`src/rtl/lcd_pkg.sv`:
```
// Shared constants and state encodings for the HD44780 16x2 LCD controller.
package lcd_pkg;

    localparam logic [7:0] CMD_FUNC_SET = 8'h38;
    localparam logic [7:0] CMD_DISP_ON  = 8'h0C;
    localparam logic [7:0] CMD_CLEAR    = 8'h01;
    localparam logic [7:0] CMD_ENTRY    = 8'h06;
    localparam logic [7:0] CMD_LINE1    = 8'h80;
    localparam logic [7:0] CMD_LINE2    = 8'hC0;
    localparam logic [7:0] ASCII_SPACE  = 8'h20;

    typedef enum logic [2:0] {
        PWRUP,
        INIT,
        L1_ADDR,
        L1_CHAR,
        L2_ADDR,
        L2_CHAR
    } state_t;

    typedef enum logic [1:0] {
        IDLE,
        SETUP,
        PULSE,
        WAIT
    } phase_t;

    // One spare bit so a counter can hold the largest timing value itself.
    function automatic int cnt_width(input int a, input int b, input int c,
                                     input int d, input int e);
        int m;
        m = a;
        if (b > m) m = b;
        if (c > m) m = c;
        if (d > m) m = d;
        if (e > m) m = e;
        return $clog2(m) + 1;
    endfunction

endpackage

```
`src/rtl/lcd_byte_writer.sv`:
```
// Sends one byte to the LCD bus: setup, enable pulse, then a fixed post-strobe wait.
module lcd_byte_writer
    import lcd_pkg::*;
#(
    parameter int SETUP_CYC    = 2,
    parameter int EN_CYC       = 25,
    parameter int WAIT_CYC     = 2500,
    parameter int CLR_WAIT_CYC = 100000,
    parameter int CNT_W        = 18
) (
    input  logic       clk,
    input  logic       rst,
    input  logic       start,
    input  logic       rs,
    input  logic [7:0] data,
    input  logic       long_wait,
    output logic       lcd_en,
    output logic       lcd_rs,
    output logic [7:0] lcd_data,
    output logic       done
);

    localparam logic [CNT_W-1:0] SETUP_LAST = CNT_W'(SETUP_CYC - 1);
    localparam logic [CNT_W-1:0] EN_LAST    = CNT_W'(EN_CYC - 1);
    localparam logic [CNT_W-1:0] WAIT_LAST  = CNT_W'(WAIT_CYC - 1);
    localparam logic [CNT_W-1:0] CLR_LAST   = CNT_W'(CLR_WAIT_CYC - 1);

    phase_t           phase, phase_nxt;
    logic [CNT_W-1:0] cnt, cnt_nxt;
    logic             rs_q;
    logic [7:0]       data_q;
    logic             long_q;
    logic [CNT_W-1:0] wait_last;
    logic             launch;

    assign launch    = (phase == IDLE) && start;
    assign wait_last = long_q ? CLR_LAST : WAIT_LAST;

    always_ff @(posedge clk or posedge rst) begin
        if (rst) begin
            phase  <= IDLE;
            cnt    <= '0;
            rs_q   <= 1'b0;
            data_q <= 8'h00;
            long_q <= 1'b0;
        end else begin
            phase <= phase_nxt;
            cnt   <= cnt_nxt;
            if (launch) begin
                rs_q   <= rs;
                data_q <= data;
                long_q <= long_wait;
            end
        end
    end

    // The start cycle itself counts as the first setup cycle.
    always_comb begin
        phase_nxt = phase;
        cnt_nxt   = cnt;
        case (phase)
            IDLE: begin
                if (start) begin
                    if (SETUP_CYC > 1) begin
                        phase_nxt = SETUP;
                        cnt_nxt   = CNT_W'(1);
                    end else begin
                        phase_nxt = PULSE;
                        cnt_nxt   = '0;
                    end
                end
            end
            SETUP: begin
                if (cnt == SETUP_LAST) begin
                    phase_nxt = PULSE;
                    cnt_nxt   = '0;
                end else begin
                    cnt_nxt = cnt + CNT_W'(1);
                end
            end
            PULSE: begin
                if (cnt == EN_LAST) begin
                    phase_nxt = WAIT;
                    cnt_nxt   = '0;
                end else begin
                    cnt_nxt = cnt + CNT_W'(1);
                end
            end
            WAIT: begin
                if (cnt == wait_last) begin
                    phase_nxt = IDLE;
                    cnt_nxt   = '0;
                end else begin
                    cnt_nxt = cnt + CNT_W'(1);
                end
            end
            default: begin
                phase_nxt = IDLE;
                cnt_nxt   = '0;
            end
        endcase
    end

    // Bypass in the start cycle so the bus carries the byte from cycle t onward.
    assign lcd_rs   = launch ? rs   : rs_q;
    assign lcd_data = launch ? data : data_q;
    assign lcd_en   = (phase == PULSE);
    assign done     = (phase == WAIT) && (cnt == wait_last);

endmodule

```
`src/rtl/lcd_hd44780_ctrl.sv`:
```
// HD44780 16x2 controller: power-up wait, init commands, then endless refresh
// of both lines from a host-writable 32-character buffer.
module lcd_hd44780_ctrl
    import lcd_pkg::*;
#(
    parameter int POWERUP_CYC  = 750000,
    parameter int SETUP_CYC    = 2,
    parameter int EN_CYC       = 25,
    parameter int WAIT_CYC     = 2500,
    parameter int CLR_WAIT_CYC = 100000
) (
    input  logic       clk,
    input  logic       rst,
    input  logic       wr_en,
    input  logic [4:0] wr_addr,
    input  logic [7:0] wr_data,
    output logic       init_done,
    output logic       frame_done,
    output logic [7:0] lcd_data,
    output logic       lcd_rs,
    output logic       lcd_rw,
    output logic       lcd_en,
    output logic       lcd_on
);

    localparam int CNT_W = cnt_width(POWERUP_CYC, SETUP_CYC, EN_CYC, WAIT_CYC, CLR_WAIT_CYC);
    localparam logic [CNT_W-1:0] PWRUP_LAST = CNT_W'(POWERUP_CYC - 1);

    state_t           state, state_nxt;
    logic [CNT_W-1:0] pwr_cnt, pwr_cnt_nxt;
    logic [1:0]       init_idx, init_idx_nxt;
    logic [3:0]       char_idx, char_idx_nxt;
    logic             start_q, start_nxt;
    logic             init_done_nxt, frame_done_nxt;
    logic [7:0]       char_buf [32];

    logic             byte_rs;
    logic [7:0]       byte_data;
    logic             byte_long;
    logic             byte_done;

    assign lcd_rw = 1'b0;

    // Host writes land in every state; a same-cycle read still sees the old byte.
    always_ff @(posedge clk or posedge rst) begin
        if (rst) begin
            for (int i = 0; i < 32; i++) char_buf[i] <= ASCII_SPACE;
        end else if (wr_en) begin
            char_buf[wr_addr] <= wr_data;
        end
    end

    always_ff @(posedge clk or posedge rst) begin
        if (rst) begin
            state      <= PWRUP;
            pwr_cnt    <= '0;
            init_idx   <= '0;
            char_idx   <= '0;
            start_q    <= 1'b0;
            init_done  <= 1'b0;
            frame_done <= 1'b0;
            lcd_on     <= 1'b0;
        end else begin
            state      <= state_nxt;
            pwr_cnt    <= pwr_cnt_nxt;
            init_idx   <= init_idx_nxt;
            char_idx   <= char_idx_nxt;
            start_q    <= start_nxt;
            init_done  <= init_done_nxt;
            frame_done <= frame_done_nxt;
            lcd_on     <= 1'b1;
        end
    end

    // Each byte starts the cycle after the previous one's done.
    always_comb begin
        state_nxt      = state;
        pwr_cnt_nxt    = pwr_cnt;
        init_idx_nxt   = init_idx;
        char_idx_nxt   = char_idx;
        start_nxt      = 1'b0;
        init_done_nxt  = init_done;
        frame_done_nxt = 1'b0;
        case (state)
            PWRUP: begin
                if (pwr_cnt == PWRUP_LAST) begin
                    state_nxt    = INIT;
                    pwr_cnt_nxt  = '0;
                    init_idx_nxt = '0;
                    start_nxt    = 1'b1;
                end else begin
                    pwr_cnt_nxt = pwr_cnt + CNT_W'(1);
                end
            end
            INIT: begin
                if (byte_done) begin
                    start_nxt = 1'b1;
                    if (init_idx == 2'd3) begin
                        state_nxt     = L1_ADDR;
                        init_done_nxt = 1'b1;
                    end else begin
                        init_idx_nxt = init_idx + 2'd1;
                    end
                end
            end
            L1_ADDR: begin
                if (byte_done) begin
                    start_nxt    = 1'b1;
                    state_nxt    = L1_CHAR;
                    char_idx_nxt = '0;
                end
            end
            L1_CHAR: begin
                if (byte_done) begin
                    start_nxt = 1'b1;
                    if (char_idx == 4'd15) state_nxt = L2_ADDR;
                    else                   char_idx_nxt = char_idx + 4'd1;
                end
            end
            L2_ADDR: begin
                if (byte_done) begin
                    start_nxt    = 1'b1;
                    state_nxt    = L2_CHAR;
                    char_idx_nxt = '0;
                end
            end
            L2_CHAR: begin
                if (byte_done) begin
                    start_nxt = 1'b1;
                    if (char_idx == 4'd15) begin
                        state_nxt      = L1_ADDR;
                        frame_done_nxt = 1'b1;
                    end else begin
                        char_idx_nxt = char_idx + 4'd1;
                    end
                end
            end
            default: state_nxt = PWRUP;
        endcase
    end

    always_comb begin
        byte_rs   = 1'b0;
        byte_data = 8'h00;
        byte_long = 1'b0;
        case (state)
            INIT: begin
                case (init_idx)
                    2'd0:    byte_data = CMD_FUNC_SET;
                    2'd1:    byte_data = CMD_DISP_ON;
                    2'd2: begin
                        byte_data = CMD_CLEAR;
                        byte_long = 1'b1;
                    end
                    default: byte_data = CMD_ENTRY;
                endcase
            end
            L1_ADDR: byte_data = CMD_LINE1;
            L1_CHAR: begin
                byte_rs   = 1'b1;
                byte_data = char_buf[{1'b0, char_idx}];
            end
            L2_ADDR: byte_data = CMD_LINE2;
            L2_CHAR: begin
                byte_rs   = 1'b1;
                byte_data = char_buf[{1'b1, char_idx}];
            end
            default: ;
        endcase
    end

    lcd_byte_writer #(
        .SETUP_CYC    (SETUP_CYC),
        .EN_CYC       (EN_CYC),
        .WAIT_CYC     (WAIT_CYC),
        .CLR_WAIT_CYC (CLR_WAIT_CYC),
        .CNT_W        (CNT_W)
    ) u_writer (
        .clk       (clk),
        .rst       (rst),
        .start     (start_q),
        .rs        (byte_rs),
        .data      (byte_data),
        .long_wait (byte_long),
        .lcd_en    (lcd_en),
        .lcd_rs    (lcd_rs),
        .lcd_data  (lcd_data),
        .done      (byte_done)
    );

endmodule
```
`config.mk`:
```
export PLATFORM = sky130hd
export DESIGN_NAME = lcd_hd44780_ctrl
export DESIGN_NICKNAME = d
export VERILOG_FILES = /design/src/rtl/lcd_pkg.sv /design/src/rtl/lcd_byte_writer.sv /design/src/rtl/lcd_hd44780_ctrl.sv
export SDC_FILE = /design/constraint.sdc
export NUM_CORES = 1
export LEC_CHECK = 0
export BUFFER_PORTS_ARGS = -buffer_cell sky130_fd_sc_hd__buf_4
export CAP_MARGIN = 0
export CORE_ASPECT_RATIO = 1.25
export CORE_MARGIN = 3
export CORE_UTILIZATION = 30
export CTS_CLUSTER_DIAMETER = 50
export DETAILED_ROUTE_END_ITERATION = 7
export GPL_TIMING_DRIVEN = 0
export HOLD_SLACK_MARGIN = 0.02
export SETUP_SLACK_MARGIN = 0.02
export SLEW_MARGIN = 20
export SYNTH_ARGS = -nofsm -noshare
export SYNTH_HDL_FRONTEND = slang
export SYNTH_SLANG_ARGS = --single-unit
```
`constraint.sdc`:
```
create_clock -name clk -period 21.7 [get_ports clk]
set_input_delay 2.17 -clock clk [delete_from_list [all_inputs] [get_ports clk]]
set_output_delay 2.17 -clock clk [all_outputs]
set_load 0.01 [all_outputs]
```
==> results of run 1 <==
-- state kept, by name (all words and copies together), names as in the netlist, 2 cells and up --
register	count
char_idx	4
u_writer.cnt	21
u_writer.phase	2
init_idx	2
u_writer.data_q	8
char_buf	256
pwr_cnt	21
state	3
-- worst max-delay path: stages, from the launching register on --
cell and delay (ns):
sky130_fd_sc_hd__dfrtp_1 0.36, sky130_fd_sc_hd__clkbuf_1 0.48, sky130_fd_sc_hd__clkbuf_1 0.73, sky130_fd_sc_hd__clkbuf_1 0.78, sky130_fd_sc_hd__mux2i_1 0.62, sky130_fd_sc_hd__o2111ai_1 0.20, sky130_fd_sc_hd__a221oi_1 0.42, sky130_fd_sc_hd__nor2_1 0.14
sky130_fd_sc_hd__buf_4 0.17
-- per-stage QoR --
step / instance area (um^2) / setup WS (ns) / util / std cells / hold slack, ns
after global placement: 16600 / 7.138 / 0.3262 / 1864 / 0.4605
after floorplan: 15590 / 10.64 / - / 1182 / 0.4371
after global routing: 18190 / 15.06 / 0.3575 / 1944 / 0.4974
final: 18190 / 15.08 / 0.3576 / 1946 / 0.4626
after detailed placement: 16690 / 15.82 / 0.3280 / 1867 / 0.4595
after CTS: 18190 / 15.21 / 0.3574 / 1943 / 0.4694
-- cell type report --
type,count,area share
buffer,72,0.01816
antenna,3,0.0004126
sequential,323,0.4465
tap,658,0.04525
clock inverter,21,0.01754
inverter,18,0.004126
clock buffer,55,0.06492
timing repair buffer,27,0.01444
multi-input combinational,769,0.3887
-- per-layer routing --
metal | wire [um] | share of wire
met5 | 13 | 0.00031
met2 | 20460 | 0.49
met3 | 2630 | 0.063
met4 | 1182 | 0.028
met1 | 17310 | 0.42
-- worst paths after layout --
kind                              from            endpoint  slack (ns)  cells after the start
setup / recovery           char_idx[1]         lcd_data[3]       15.08                      8
hold / removal             pwr_cnt[20]         pwr_cnt[20]        0.46                      1
setup reg to reg           char_idx[1]  u_writer.data_q[3]       17.81                      7
hold reg to reg            pwr_cnt[20]         pwr_cnt[20]        0.46                      1
max in group asynchronous          rst        char_buf[29]       18.41                      5
min in group asynchronous          rst       char_buf[100]        1.63                      2
-- power groups by stage --
stage / clock [W] / sequential, W / combinational, W
2_1_floorplan: 0 / 0.000742 / 0.000140
3_3_place_gp: 0 / 0.000753 / 0.000175
3_5_place_dp: 0 / 0.000759 / 0.000184
4_1_cts: 0.000761 / 0.000748 / 0.000184
5_1_grt: 0.000785 / 0.000759 / 0.000197
6_report: 0.000745 / 0.000749 / 0.000182
-- placed cells by master, fill, tap and decap left out, drive strengths merged, types with 8 or more instances in the layout --
cell / instances
a211oi: 8
a21oi: 28
a31oi: 15
and2: 11
and3: 9
buf: 42
clkbuf: 111
dfrtp: 291
dfstp: 32
ha: 14
inv: 24
mux2: 261
mux2i: 29
mux4: 60
nand2: 69
nand3: 33
nand4: 9
nor2: 63
nor2b: 14
nor3: 13
o21ai: 28
o31ai: 11
xnor2: 12
xor2: 8
-- cells by family after synthesis --
| kind of cell | synth area share |
|---|---|
| AO/OA/AOI/OAI | 0.05064 |
| other | 0.0004816 |
| AND/OR/NAND/NOR | 0.08618 |
| adder cells (fa/ha/maj) | 0.01123 |
| flip-flops | 0.5209 |
| buffers and inverters | 0.02552 |
| multiplexers | 0.2938 |
| XOR/XNOR | 0.01123 |
==> run summary, run 1 <==
The run finished with clean final reports. The initial core utilization came out at 0.3065. The via count of the first global-routing pass is 10.41k. In the routed design, unresolved DRC markers number 0. The post-synthesis net count came out at 1212.

The worst setup path is of the flip-flop to output port kind. The overall power consumption came out at 0.001676 W. The busiest layer in global routing is met2. The net count of the finished layout is 1282. IR analysis of the VDD net gives a maximum drop of 0.00005304 V. Ranked by instance count, the synthesized netlist is headed by sky130_fd_sc_hd__dfrtp_1 (291), sky130_fd_sc_hd__mux2_2 (261), sky130_fd_sc_hd__nand2_1 (69). Setup repair after global routing left no endpoint under its margin. Of the post-synthesis cell area, the dominant cell type holds 0.4670.

Counting every sink on the clock net gives 323. The final total negative setup slack came out at 0 ns. The synthesized design spends more area on one cell type than any other, namely sky130_fd_sc_hd__dfrtp_1. The number of enable-type register cells in the synthesized netlist came out at 0. The number of violations reported at the end of detailed-routing iteration 0 is 868. The number of vias per cell after detailed routing came out at 5.238.

The count of maximum capacitance violations came out at 0. In this run the horizontal extent of the chip is 209.9 um. In this run the remaining antenna-violating nets after routing total 0. In the global route stage, met1 resource usage came out at 0.1920.

The clock edge transition at the registers on the reported setup and hold paths is 0.05 ns. The area overhead of the layout relative to synthesis is 16.68%. The final number of setup-violating endpoints came out at 0. The sequential cell area is 0.008123 mm^2. The chip height is 260.9 um.

In the final layout, the share of cells above drive strength 1 is 0.3790. Hold repair after CTS inserted 0 buffers. Power spread over the standard cell area amounts to 92.13 mW/mm^2. The leakage power came out at 7.544 nW. The switching part of the total power is 0.2358. The count of fill cells added during filler insertion is 4937. The post-synthesis cell area came out at 0.01559 mm^2. The cell count after synthesis came out at 1182. The synthesized design contains 323 register bits. The first-pass GRT wire length came out at 63710 um.

The mean instance size in the synthesized netlist came out at 13.19 um^2. Across all layers, the routed design uses 10.19k vias. The post-synthesis sequential area ratio is 0.5209. The final RePlAce weighted congestion came out at 0.8487. Entering global routing, the biggest net connects 99 pins. The share of total power dissipated in combinational logic is 0.109. The worst slew margin relative to its limit is 0.2137. At the pin with the least slew margin, the transition time is 1.175 ns. The number of max-slew violations in the final report is 0. The placeable core region came out at 0.05088 mm^2. The total area of multi-input combinational cells is 0.007072 mm^2. Clock tree synthesis inserted a total of 41 buffers.

The met2 track demand over resource in global routing came out at 0.2599. The number of buffers on the longest clock path came out at 3. sky130_fd_sc_hd__dfrtp_1 is the most common cell in the netlist. Buffers added to address setup during post-CTS repair amount to 0. The met3 track utilization from global routing came out at 0.02946.

Along the worst path, the maximum fanout reaches 10. The clock tree from TritonCTS is done. The net switching power came out at 0.0003953 W. Based on the critical path, the design can be clocked at up to 151.0 MHz. Of the available clock period, the critical path in the final layout requires 0.3052. The flip-flop cell with the highest count after synthesis is sky130_fd_sc_hd__dfrtp_1. The part of the total power dissipated in the clock network is 0.444. The part of the total power dissipated in sequential elements came out at 0.447.

The fraction of registers with async set or reset after synthesis came out at 1.000. Summed over all nets, the half-perimeter wirelength after detailed placement is 28430 um. For this run the aggregate overflow at the end of global routing stands at 0. The H-tree was split into 2 levels. The arrival time at the worst endpoint is 4.45 ns. The initial antenna violation count was 4. Buffers placed on the I/O ports in this run total 24.

The number of detailed-routing iterations run before antenna repair is 5. In the post-synthesis netlist, the biggest area contributors are sky130_fd_sc_hd__dfrtp_1 (47%), sky130_fd_sc_hd__mux2_2 (19%), sky130_fd_sc_hd__mux4_2 (8.7%). The internal portion of total power came out at 0.001281 W. The data required time at the worst endpoint came out at 19.53 ns. The type of destination of the critical path is an output port.

The area of the die is 0.05476 mm^2. The overall routing resource usage is 0.1510. In the final routed layout, each cell accounts on average for 21.37 um.

The number of synthesis warnings came out at 0. The number of hold violations in the final report is 0. Post-CTS repair changed the size of 0 cells. The wire length after detailed routing is 41590 um. The number of distinct standard cells referenced by the synthesized netlist is 68. CTS placed an instance of sky130_fd_sc_hd__clkbuf_16 at the clock tree root. The worst setup skew after layout came out at 0.02386 ns. The path class of the tightest hold or removal check is flip-flop to flip-flop. The post-layout minimum cycle time is 6.622 ns. The source-to-sink clock delay at the later pin of the worst-skew pair is 0.56 ns. The top-level I/O count came out at 30.

The startpoint type of the worst setup path is a flip-flop. The placement row count came out at 92.
No activity file was read; power rests on OpenSTA's default activity.
==> run 2: changes to the inputs <==
- ABC_AREA: not set -> 1
- clock period: 21.7 -> 6.9 ns (I/O delays scaled with it)
==> run summary, run 2 <==
The mean instance size in the synthesized netlist is 7.389 um^2. Yosys attributes the largest share of cell area to sky130_fd_sc_hd__dfrtp_1 (44%), sky130_fd_sc_hd__nand2_1 (19%), sky130_fd_sc_hd__o21ai_0 (7.4%). Setup violations remaining at the end of the flow were counted as 0.

The final instance count without filler cells is 3086. The type of destination of the critical path is an output port. The tree is rooted in a sky130_fd_sc_hd__clkbuf_16. The number of vias per cell after detailed routing came out at 4.936. The slowest stage of the critical path is the sky130_fd_sc_hd__clkbuf_1 cell. From left edge to right edge, the die measures 216.4 um. The number of flip-flops under the largest register name came out at 256. The post-layout minimum cycle time came out at 3.997 ns. The source-to-sink clock delay at the later pin of the worst-skew pair came out at 0.58 ns. The share of layout cells above drive strength 1 is 0.09496. The number of violations reported at the end of detailed-routing iteration 0 is 1593. The number of buffers on the longest clock path came out at 3.

The final antenna diode count came out at 0. The maximum vdd drop came out at 0.0001756 V. The cell repeated most along the worst path is sky130_fd_sc_hd__nand2_1. The number of distinct standard cells referenced by the synthesized netlist came out at 37. The initial antenna violation count came out at 0. The share of synthesized area in the top cell type comes to 0.4386. The class of the worst hold path is input pin to asynchronous set/reset pin. The vias after detailed routing is 15.23k. The share of power burned in combinational logic came out at 0.123. The endpoint identified for the worst register-to-register timing path is u_writer.data_q[1]. Relative to the synthesized area, the layout overhead comes to 16.53%. The worst slew margin relative to its limit came out at 0.3234. The peak fanout along the critical path is 10. The number of placed instances, taps included, is 3013. Ranked by flip-flop count, first place goes to char_buf. The die covers 0.05822 mm^2. By instance count, the leading cell after synthesis is sky130_fd_sc_hd__nand2_1.

The number of storage elements in the synthesis netlist is 323. The routed design has 55840 um of wire. The cell count after synthesis came out at 2247. In this run the critical register-to-register path is launched from char_idx[0]. The delay contributed by the slowest stage of the critical path is 0.78 ns. The CTS H-tree depth came out at 2. The clock edge transition at the registers on the reported setup and hold paths came out at 0.06 ns.

The placeable core region is 0.05420 mm^2. Registers take 0.008123 mm^2. The post-synthesis cell area came out at 0.01660 mm^2. Across every metal layer, demand over resource in global routing totals 0.1923. The flip-flop cell with the highest count after synthesis is sky130_fd_sc_hd__dfrtp_1. The part of the total power dissipated in sequential elements is 0.449. Of the total power, the share spent switching nets is 0.2735. Setup repair after global routing left no endpoint under its margin. Cell internal power was estimated by the tool at 0.003805 W. Counting instances in the post-synthesis netlist gives the leading cell types as sky130_fd_sc_hd__nand2_1 (835), sky130_fd_sc_hd__dfrtp_1 (291), sky130_fd_sc_hd__o21ai_0 (246). For this design the ratio of total power to cell area is 270.7 mW/mm^2. Yosys printed 0 warnings. The via count of the first global-routing pass is 14.74k. The achievable frequency came out at 250.2 MHz. The worst-case register-to-register setup slack came out at 4.18 ns. The detailed placement HPWL came out at 40380 um. The startpoint type of the worst setup path is a flip-flop.

Leaving out fill and tap cells, the most frequent cells in the layout are sky130_fd_sc_hd__nand2_1 (835), sky130_fd_sc_hd__dfrtp_1 (291), sky130_fd_sc_hd__o21ai_0 (246), sky130_fd_sc_hd__inv_1 (229), sky130_fd_sc_hd__nand3_1 (206). The initialized floorplan defines 95 standard-cell rows. After detailed routing, the number of remaining DRC violations is 0. By startpoint and endpoint, the worst setup path is classified as flip-flop to output port.

The number of enable-type register cells in the synthesized netlist came out at 0. The count of fill cells added during filler insertion is 5712. The initial core utilization is 0.3063. The total area of multi-input combinational cells came out at 0.006999 mm^2.

Between clock sinks in the finished design, the worst skew comes to 0.02626 ns. Of the total power, the clock network draws 0.428. The congestion estimate from routability-driven global placement came to 0.9425. The post-synthesis net count is 2277.

The pre-antenna-repair detailed-routing pass consisted of 5 iterations. The number of nets at the end of the flow came out at 2358. The leakage power is 9.303 nW. The largest registers in the layout are char_buf (256), pwr_cnt (21), u_writer.cnt (21). The flow ran to the end, and the final reports show no timing, DRC or antenna violations.

The count of antenna-violating nets left after detailed routing is 0. The number of cells on the worst reg-to-reg path is 12. Traced cell by cell, the critical path runs through clkinv_1 -> buf_2 -> clkbuf_1 -> nand2_1 -> nand3_1 -> nand3_1 -> nand3_1 -> nand2_1 -> nand2_1 -> nand3_1 -> nand2_1 -> nand2_1 -> buf_4. The top-level I/O count is 30. In the finished design, the share of the clock period the worst path needs comes to 0.5793. The number of buffers inserted by hold repair at cts came out at 0. The final total negative setup slack is 0 ns.

The number of max-slew violations in the final report is 0. TritonCTS built the clock tree. The number of setup buffers added after CTS is 0. The maximum number of pins on one net before global-route repair is 37. The fraction of registers with async set or reset after synthesis came out at 1.000. The floorplan step set the die height to 269.0 um.

The net switching power is 0.001433 W. The critical path starts at char_idx[0]. In this run the tool buffered the top-level ports with 28 buffer cells. The post-synthesis sequential area ratio is 0.4892. The routed wire length per instance is 18.09 um. The number of gates given a new drive strength after cts is 0. The data required time at the worst endpoint came out at 6.21 ns. The global-route congestion overflow total came out at 0.

The most frequent standard cell in the layout excluding fill and tap cells is sky130_fd_sc_hd__nand2_1. The termination of the worst setup path is lcd_data[1]. Counting the buffers created by CTS gives 40.

The tool flagged a number of max-cap violations equal to 0. The final core utilization is 0.3569. The number of hold violations in the final report is 0. The first-pass GRT wire length came out at 86280 um. The largest area contributor in the netlist is sky130_fd_sc_hd__dfrtp_1. The arrival time at the worst endpoint is 3.31 ns.

The slew of the pin with the lowest slew margin is 1.015 ns. The clock net sink count is 323.
[run 2: cell types whose count changed after synthesis, moves of 11 or more]
| cell | change |
|---|---|
| sky130_fd_sc_hd__buf_2 | +40 |
| sky130_fd_sc_hd__mux4_2 | -60 |
| sky130_fd_sc_hd__nor2b_1 | -14 |
| sky130_fd_sc_hd__nand4_1 | +11 |
| sky130_fd_sc_hd__nand2_1 | +766 |
| sky130_fd_sc_hd__nand3_1 | +174 |
| sky130_fd_sc_hd__a21oi_1 | -13 |
| sky130_fd_sc_hd__mux2_2 | -261 |
| sky130_fd_sc_hd__nor2_1 | +43 |
| sky130_fd_sc_hd__a31oi_1 | -14 |
| sky130_fd_sc_hd__inv_1 | +212 |
| sky130_fd_sc_hd__o21ai_1 | +55 |
| sky130_fd_sc_hd__o21ai_0 | +221 |
| sky130_fd_sc_hd__mux2i_1 | -29 |
[run 2: power groups by stage]
stage,Sequential [W],Combinational [W],Clock [W]
5_1_grt,0.00239,0.000743,0.00235
2_1_floorplan,0.00234,0.000442,0
3_5_place_dp,0.00238,0.000639,0
6_report,0.00235,0.000645,0.00224
4_1_cts,0.00235,0.000641,0.00228
3_3_place_gp,0.00237,0.000606,0
[run 2: cell type report]
| type | instances | share of cell area |
|---|---|---|
| clock buffers | 55 | 0.05782 |
| repair buffers | 39 | 0.02263 |
| clock inverters | 18 | 0.01416 |
| multi-input cells | 1568 | 0.3618 |
| well taps | 727 | 0.04702 |
| plain buffers | 119 | 0.03046 |
| inverters | 237 | 0.04630 |
| flip-flops and latches | 323 | 0.4198 |
[run 2: logic make-up (layout without fill, tap and decap cells)]
logic type,after synthesis,in the layout,synth area share
xor gates and xnor gates,13,13,0.006858
adders and majority gates,14,14,0.01055
AOI/OAI and AO/OA,327,327,0.09992
buffers and inverters,356,468,0.08922
and+or+nand+nor,1212,1212,0.3038
DFF,323,323,0.4892
other,2,2,0.0004523
[run 2: worst min-delay path by stage]
stage and to:
2_1_floorplan char_buf[177], 3_3_place_gp char_buf[37], 3_5_place_dp char_buf[21], 4_1_cts u_writer.cnt[14], 5_1_grt u_writer.cnt[14], 6_report u_writer.cnt[17]
[run 2: worst max-delay path: cells and delay by family (launching register included)]
| kind | cells | cell delay [ns] |
|---|---|---|
| buffers and inverters | 4 | 1.25 |
| and+or+nand+nor | 9 | 1.04 |
| DFF | 1 | 0.43 |
[run 2: layer usage]
metal / track usage / part of all wire / up-vias
met1: 0.2371 / 0.41 / 7262
met4: 0.09782 / 0.051 / 0
met3: 0.03066 / 0.066 / 147
li1: - / - / 7277
met2: 0.3278 / 0.47 / 545
met5: 0 / 0 / -
[run 2: per-stage QoR]
stage          total power [W]  instance area, um^2  worst slack (ns)  hold slack, ns
5_1_grt               0.005483                19350             2.722          0.1303
4_1_cts               0.005274                19350             2.983         0.09984
6_report              0.005238                19350             2.903          0.1099
3_3_place_gp          0.002981                17730          -0.02117          0.4592
3_5_place_dp          0.003018                17950             3.599          0.4676
2_1_floorplan         0.002783                16610             1.927          0.4478
